--- config.mk ---
export PLATFORM = sky130hd
export DESIGN_NAME = frame_store_writer
export DESIGN_NICKNAME = d
export VERILOG_FILES = /design/src/rtl/frame_store_writer.sv
export SDC_FILE = /design/constraint.sdc
export NUM_CORES = 2
export LEC_CHECK = 0
export CAP_MARGIN = 5
export CORE_UTILIZATION = 50
export CTS_BUF_LIST = sky130_fd_sc_hd__clkbuf_16
export DETAILED_ROUTE_END_ITERATION = 8
export HOLD_SLACK_MARGIN = 0.1
export PLACE_DENSITY = 0.67
export SYNTH_ARGS = -nofsm -noshare
export SYNTH_HDL_FRONTEND = slang
export SYNTH_SLANG_ARGS = --single-unit
--- constraint.sdc ---
create_clock -name clk_133M -period 11.8 [get_ports clk_133M]
set_clock_uncertainty 0.15 [all_clocks]
set_input_delay 2.36 -clock clk_133M [delete_from_list [all_inputs] [get_ports clk_133M]]
set_output_delay 2.36 -clock clk_133M [all_outputs]
set_load 0.01 [all_outputs]
--- src/rtl/frame_store_writer.sv ---
// frame_store_writer: buffers incoming pixel words in a small synchronous FIFO
// and issues single-word SDRAM write requests into a ring of frame slots.
// Tracks words per frame, reports completed frames and flags short frames
// and excess words.

module frame_store_writer #(
    parameter int          DATA_W          = 128,
    parameter int          ADDR_W          = 25,
    parameter int          DEPTH           = 16,
    parameter int          NUM_SLOTS       = 6,
    parameter int unsigned SLOT_STRIDE     = 32'h0002_5800,
    parameter int          WORDS_PER_FRAME = 38400,
    parameter int unsigned ADDR_INC        = 4,
    localparam int         SW              = (NUM_SLOTS > 1) ? $clog2(NUM_SLOTS) : 1,
    localparam int         LW              = $clog2(DEPTH) + 1
) (
    input  logic              clk_133M,
    input  logic              rst,
    input  logic              frame_start,
    input  logic [DATA_W-1:0] in_data,
    input  logic              in_valid,
    output logic              in_ready,
    input  logic              ram_busy,
    output logic              wr_req,
    output logic [DATA_W-1:0] data,
    output logic [ADDR_W-1:0] wr_address,
    output logic [SW-1:0]     slot,
    output logic [SW-1:0]     last_slot,
    output logic              last_valid,
    output logic              frame_done,
    output logic              frame_error,
    output logic [LW-1:0]     level
);

    localparam int PW = $clog2(DEPTH);
    localparam int CW = $clog2(WORDS_PER_FRAME + 1);

    localparam logic [ADDR_W-1:0] STRIDE_C = ADDR_W'(SLOT_STRIDE);
    localparam logic [ADDR_W-1:0] INC_C    = ADDR_W'(ADDR_INC);
    localparam logic [CW-1:0]     WPF_C    = CW'(WORDS_PER_FRAME);
    localparam logic [CW-1:0]     LAST_C   = CW'(WORDS_PER_FRAME - 1);
    localparam logic [LW-1:0]     FULL_C   = LW'(DEPTH);
    localparam logic [SW-1:0]     TOP_C    = SW'(NUM_SLOTS - 1);

    typedef enum logic [1:0] {
        IDLE   = 2'd0,
        ACTIVE = 2'd1,
        DONE   = 2'd2
    } state_e;

    state_e state_q, state_d;

    logic [DATA_W-1:0] mem_q [DEPTH];
    logic [PW-1:0]     wrPtr_q, rdPtr_q;
    logic [PW-1:0]     wrIdx;
    logic [LW-1:0]     count_q;

    logic              started_q;
    logic [SW-1:0]     slot_q, lastSlot_q, nextSlot;
    logic [ADDR_W-1:0] base_q, addr_q, nextBase;
    logic [CW-1:0]     wordCnt_q;

    logic              wrReq_q, frameDone_q, frameError_q, lastValid_q;
    logic [DATA_W-1:0] data_q;

    logic fifoEmpty, fifoFull, inReady, push, pop;
    logic frameOpen, issue, discard, finalWord, shortFrame;

    // State register: a new frame always reopens writing, reset returns to idle.
    always_ff @(posedge clk_133M or posedge rst) begin
        if (rst) begin
            state_q <= IDLE;
        end else begin
            state_q <= state_d;
        end
    end

    // Next state: frame_start wins over everything, the final issued word closes the frame.
    always_comb begin
        state_d = state_q;
        if (frame_start) begin
            state_d = ACTIVE;
        end else if (finalWord) begin
            state_d = DONE;
        end
    end

    // Control decode: handshake, write issue, excess-word drain and short-frame detect.
    always_comb begin
        fifoEmpty  = (count_q == '0);
        fifoFull   = (count_q == FULL_C);
        inReady    = (state_q != IDLE) && !fifoFull;
        push       = in_valid && inReady;
        frameOpen  = (wordCnt_q < WPF_C);
        issue      = (state_q == ACTIVE) && !fifoEmpty && !ram_busy && !wrReq_q
                     && frameOpen && !frame_start;
        discard    = (state_q == DONE) && !fifoEmpty && !frame_start;
        pop        = issue || discard;
        finalWord  = issue && (wordCnt_q == LAST_C);
        shortFrame = frame_start && (state_q == ACTIVE) && frameOpen;
        wrIdx      = frame_start ? '0 : wrPtr_q;
    end

    // Next slot and base: the first frame after reset lands in slot 0, then the ring
    // advances by one stride and wraps back to slot 0 without any multiplication.
    always_comb begin
        nextSlot = '0;
        nextBase = '0;
        if (started_q && (slot_q != TOP_C)) begin
            nextSlot = slot_q + SW'(1);
            nextBase = base_q + STRIDE_C;
        end
    end

    // FIFO storage: a word arriving with frame_start becomes entry 0 of the flushed FIFO.
    always_ff @(posedge clk_133M) begin
        if (push) begin
            mem_q[wrIdx] <= in_data;
        end
    end

    // FIFO pointers and occupancy, flushed by frame_start.
    always_ff @(posedge clk_133M or posedge rst) begin
        if (rst) begin
            wrPtr_q <= '0;
            rdPtr_q <= '0;
            count_q <= '0;
        end else if (frame_start) begin
            rdPtr_q <= '0;
            wrPtr_q <= push ? PW'(1) : '0;
            count_q <= push ? LW'(1) : '0;
        end else begin
            if (push) begin
                wrPtr_q <= wrPtr_q + PW'(1);
            end
            if (pop) begin
                rdPtr_q <= rdPtr_q + PW'(1);
            end
            count_q <= count_q + LW'(push) - LW'(pop);
        end
    end

    // Frame tracking: slot ring, running write address and words issued this frame.
    always_ff @(posedge clk_133M or posedge rst) begin
        if (rst) begin
            started_q <= 1'b0;
            slot_q    <= '0;
            base_q    <= '0;
            addr_q    <= '0;
            wordCnt_q <= '0;
        end else if (frame_start) begin
            started_q <= 1'b1;
            slot_q    <= nextSlot;
            base_q    <= nextBase;
            addr_q    <= nextBase;
            wordCnt_q <= '0;
        end else begin
            if (issue) begin
                wordCnt_q <= wordCnt_q + CW'(1);
            end
            if (wrReq_q) begin
                addr_q <= addr_q + INC_C;
            end
        end
    end

    // Request and status registers: write strobe, data, completion and error pulses.
    always_ff @(posedge clk_133M or posedge rst) begin
        if (rst) begin
            wrReq_q      <= 1'b0;
            data_q       <= '0;
            frameDone_q  <= 1'b0;
            frameError_q <= 1'b0;
            lastSlot_q   <= '0;
            lastValid_q  <= 1'b0;
        end else begin
            wrReq_q      <= issue;
            frameDone_q  <= finalWord;
            frameError_q <= shortFrame || discard;
            if (issue) begin
                data_q <= mem_q[rdPtr_q];
            end
            if (finalWord) begin
                lastSlot_q  <= slot_q;
                lastValid_q <= 1'b1;
            end
        end
    end

    assign in_ready    = inReady;
    assign wr_req      = wrReq_q;
    assign data        = data_q;
    assign wr_address  = addr_q;
    assign slot        = slot_q;
    assign last_slot   = lastSlot_q;
    assign last_valid  = lastValid_q;
    assign frame_done  = frameDone_q;
    assign frame_error = frameError_q;
    assign level       = count_q;

endmodule

**Yosys cells after proc, flatten, opt, wreduce, memory -nomap -nowiden**

Memory sizes are Yosys's and may differ from the RTL's. A register that Yosys moved wholly into a read port is not among the register bits.
Index checks and enable logic that the tools add are counted.

- Memories kept: 1
- Input bits: 133
- RAM bits: 2048
- Register bits after elaboration: 92

Memory list:

| memory | words | width | rd ports | clocked after Yosys merged registers in | write ports | line | source |
|---|---|---|---|---|---|---|---|
| mem_q | 16 | 128 | 1 | 1 | 1 | 53 | `logic [DATA_W-1:0] mem_q [DEPTH];` |

- Equal/unequal tests: 5
- Mux-type cells: 18
- $lt $le $gt $ge: 1
- Reductions and logical operators: 27
- Add/sub/neg operators: 8

Operators with widths:

| operator | number |
|---|---|
| $mux 25 | 3 |
| $mux 16 | 2 |
| $add 25x18->25 const B | 1 |
| $add 25x3->25 const B | 1 |
| $mux 4 | 5 |
| $add 16x1->16 const B | 1 |
| $eq 16x16->1 const B | 1 |
| $lt 16x16->1 const B | 1 |
| $logic_and 1x1->1 | 13 |
| $reduce_bool 2->1 | 6 |
| $add 4x1->4 const B | 2 |
| $add 5x1->5 | 1 |
| $eq 5x5->1 const B | 1 |
| $logic_not 1->1 | 5 |
| $logic_not 5->1 | 1 |
| $mux 5 | 1 |
| $sub 5x1->5 | 1 |
| $mux 1 | 4 |
| $mux 2 | 2 |
| $add 3x1->3 const B | 1 |
| $mux 3 | 1 |
| $ne 3x3->1 const B | 1 |
| $eq 2x1->1 const B | 1 |
| $eq 2x2->1 const B | 1 |
| $logic_or 1x1->1 | 2 |

**Longest topological paths before layout**

- Depth after elaboration: 10
- Mapped depth: 18

**Worst setup path after synthesis**

No wires, ideal clock.

- Path type: in2reg
- From: in in_valid
- To: mem mem_q[4][0], enable pin
- Library setup time: 0.772 ns
- Data arrival time: 11.967 ns
- Setup slack: -1.088 ns
- Cell stages on the path: 6
- Cells stage by stage: inv_1 a311oi_1 inv_1 nor2_1 nand3b_1 nor3_1

- Longest elaborated chain between the ends: 3

Ends and longest elaborated chain:

| what | line | source |
|---|---|---|
| start, declared | 21 | `input logic in_valid,` |
| $logic_and 1x1->1 | 93 | `push = in_valid && inReady;` |
| $mux 1 | 117 | `if (push) begin` |
| $mux 1 (implied by the code) | 118 | `mem_q[wrIdx] <= in_data;` |
| end, declared | 53 |  |

No other way between the ends.

**Worst setup path in the final report**

- From: in in_valid
- To: mem mem_q[15][45], enable pin

Same word-level chain as after synthesis.

==> run_results.csv <==
group,metric,value,unit
run_status,outcome,"complete, no violations",
route,drc,0,
global_routing,antenna_found_initial,28,
yosys,synth_edf_count,2048,
die,pin_count,302,
clocking,insertion_delay,0.85,ns
power,p_total,19.8,mW
yosys,yosys_warnings,0,
timing,final.setup.tns,0,ns
yosys,yosys.area_share.adder,0.213,%
hold_path,hold_class,"register to register",
yosys,yosys.area_share.simple,1.81,%
die,die-area,173000,um2
global_routing,first_global_vias,41900,
power,clock_power_share,33.0,%
setup_path,max_stage_delay,0.90,ns
yosys,syn_area,85700,um2
power,swShare,25.2,%
timing,finalHoldViolations,0,
setup_path,critPathCaptureType,"register",
yosys,ys.flop_type,"edfxtp_1",
yosys,synth_compound_gate_area_share,3.07,%
clocking,cts_sinks,2268,
global_routing,grt_pass1_wl,279,mm
global_routing,grt_usage,21.9,%
die,die_h,416,um
power,ir_drop,0.000193,V
cells_and_area,drive_above_1_share,22.9,%
timing,post-route-min-period,6.26,ns
timing,fin_crit_sh,53.0,%
clocking,clk_pin_slew_worst_paths,0.06,ns
clocking,cts_resized,0,
yosys,ys_types,58,
setup_path,crit_family,"buffers and inverters",
setup_path,crit_required,12.10,ns
place,dp.cells,6284,
power,p_seq_share,48.3,%
yosys,yosys_register_bits,2268,
setup_path,crit_arrival,6.56,ns
timing,worst_pin_slew,1.06,ns
cells_and_area,final_nets,4430,
die,rows,151,
setup_path,crit_buf_inv,4,
route,vias_per_cell,6.01,
setup_path,crit_type,"input pin to register",
setup_path,cp_slowest_cell,"nor2_4",
yosys,synth.net_count,4061,
route,firstDrtPassIters,6,
power,p_comb_share,18.7,%
cells_and_area,areaGrowthSynthToFinish,14.5,%
power,switchingPower,4.98,mW
power,p_leak,31.4,nW
timing,fmax,160,MHz
yosys,async_flop_share,9.70,%
yosys,synth_mux_area_share,15.2,%
setup_path,critPathMostFrequentCell,"inv_1",
place,place_congestion,0.775,
clocking,cts_tree,"yes",
setup_path,cp_cell_sequence,"clkdlybuf4s50_1, inv_1, a311oi_1, inv_1, nor2_1, nand3_1, nor2_4, buf_4",
clocking,cts_setup_buffers,0,
power,p_int,14.8,mW
timing,slew_violations,0,
yosys,synth_xor_xnor_area_share,0.388,%
place,pre_cts_ws,4.73,ns
timing,rsz0062_at_grt,"no",
route,via_count,40200,
clocking,numCtsBuffers,215,
setup_path,start_kind,"input pin",
route,drtIter0Drc,3837,
clocking,htree_levels,4,
clocking,clockBufferDepth,3,
global_routing,grt_max_degree,140,
cells_and_area,final-instance-count-excl-fill,6700,
run,maxCapViolCount,0,
place,dp.final_hpwl,95.3,mm
timing,setup_ws,5.54,ns
clocking,root_buffer,"clkbuf_16",
yosys,syn_inst,3914,
route,wl_per_cell,27.9,um
clocking,hold_buffers,0,
die,core,170000,um2
die,die_x,416,um
route,ant_nets,0,
die,start_util,50.5,%
route,finalWirelength,187,mm
place,port-buffer-count,301,
yosys,synth_top_family_by_area,"multiplexers",
yosys,ys_seq_area_share,78.1,%
yosys,syn-mean-instance-area,21.9,um2
timing,setup_violations,0,
global_routing,gr-total-overflow,0,
power,powerDensity,201,nW/um2
setup_path,worst-path-max-fanout,58,
timing,slew_headroom,29.4,%
-- routing by layer --
layer	GRT usage (%)	up-vias	wire [um]
li1	-	17100	-
met1	29.8	21500	75800
met2	36.6	1299	95600
met3	3.87	266	11500
met4	6.42	18	4130
met5	0	-	115
-- logic make-up after synthesis --
family          after synthesis
fa+ha+maj                    14
flops                      2268
compound gates              366
buf+inv                     237
mux                         648
xor+xnor                     38
simple gates                343
-- synth_stat cells, types with 3 or more instances --
library cell  instances  area [um2]
edfxtp_1           2048       61500
mux4_2              512       11500
a22oi_1             256        1920
dfrtp_1             220        5510
nand2_1             171         642
mux2_2              133        1500
clkbuf_1            123         462
nor2_1               68         255
buf_2                65         325
o21ai_0              32         160
inv_1                30         113
xnor2_1              29         254
a21oi_1              24         120
nand3_1              23         115
buf_1                18        67.6
ha_1                 13         163
nor3_1               12        60.1
nor4_1               12        75.1
and2_1               11        68.8
nand4_1              11        68.8
xor2_1                9        78.8
a21o_1                6        45.0
o21a_1                6        45.0
a211oi_1              5        37.5
a31oi_1               5        31.3
and3_1                5        31.3
and4_1                5        43.8
o22ai_1               5        31.3
or3_1                 5        31.3
nand2b_1              4        25.0
nor4b_1               4        35.0
o2bb2ai_1             4        35.0
a22o_1                3        26.3
mux2i_1               3        30.0
or2_2                 3        18.8
-- state kept, by name, summed over array words and instances (netlist names) --
register	flops
wordCnt_q	16
last_valid	1
frame_error	1
wr_address	25
last_slot	3
data	128
wr_req	1
slot	3
mem_q	2048
state_q	2
started_q	1
rdPtr_q	4
frame_done	1
level	5
base_q	25
wrPtr_q	4
-- layout make-up --
cell class                      instances  area (um2)
Inverter                               30         120
Fill cell                           12100       71700
Clock inverter                        188        1280
Tap cell                             2218        2780
Antenna cell                           12        30.0
Timing Repair Buffer                  359        3640
Multi-Input combinational cell       1409       17900
Sequential cell                      2268       67000
Clock buffer                          216        5410
-- worst reg2reg max path: cells and delay by family, from the launching register on --
family | cells | cell delay [ns]
and+or+nand+nor | 3 | 1.72
DFF | 1 | 0.38
buffers and inverters | 3 | 1.33
adders and majority gates | 1 | 0.23
AOI/OAI and AO/OA | 1 | 0.73
-- stage by stage --
| stage | instance area [um2] | hold WS [ns] | util [%] |
|---|---|---|---|
| 2_1_floorplan | 85800 | 0.292 | - |
| 3_3_place_gp | 91500 | 0.303 | 53.9 |
| 3_5_place_dp | 91500 | 0.312 | 53.9 |
| 4_1_cts | 98200 | 0.324 | 57.8 |
| 5_1_grt | 98200 | 0.343 | 57.8 |
| 6_report | 98200 | 0.326 | 57.8 |
-- cell usage in the layout (no fill, tap or decap), types with 6 or more instances in the layout --
cell type,instances
inv_1,87
bufinv_16,13
buf_12,16
clkinvlp_4,6
a22oi_1,256
diode_2,12
mux2_2,133
nand4_1,11
and2_1,11
buf_4,42
xor2_1,9
clkdlybuf4s50_1,300
o21a_1,6
nand2_1,171
xnor2_1,29
mux4_2,512
clkbuf_16,216
nor2_1,52
nor2_4,16
a21oi_1,23
nor3_1,9
dfrtp_1,218
clkinv_2,38
nor4_1,12
edfxtp_1,2048
clkinv_1,58
nand3_1,23
a21o_1,6
o21ai_0,32
ha_1,13
clkinv_8,6
-- power groups by stage --
stage | registers, mW | logic [mW] | clock network, mW
2_1_floorplan | 9.73 | 2.37 | 0
3_3_place_gp | 9.71 | 3.74 | 0
3_5_place_dp | 9.73 | 3.77 | 0
4_1_cts | 9.56 | 3.79 | 6.63
5_1_grt | 9.61 | 4.00 | 6.93
6_report | 9.56 | 3.70 | 6.51
-- path summary, 6_finish.rpt --
check / from / endpoint / slack, ns / cells past startpoint
worst max-delay path: in_valid / mem_q[15][45] / 5.54 / 8
worst min-delay path: base_q[4] / wr_address[4] / 0.33 / 2
worst max register to register: level[2] / mem_q[15][45] / 6.78 / 8
worst min register to register: base_q[4] / wr_address[4] / 0.33 / 2
max in group asynchronous: rst / rdPtr_q[1] / 8.22 / 3
min in group asynchronous: rst / data[120] / 1.93 / 2
(Power assumes the default switching activity.)
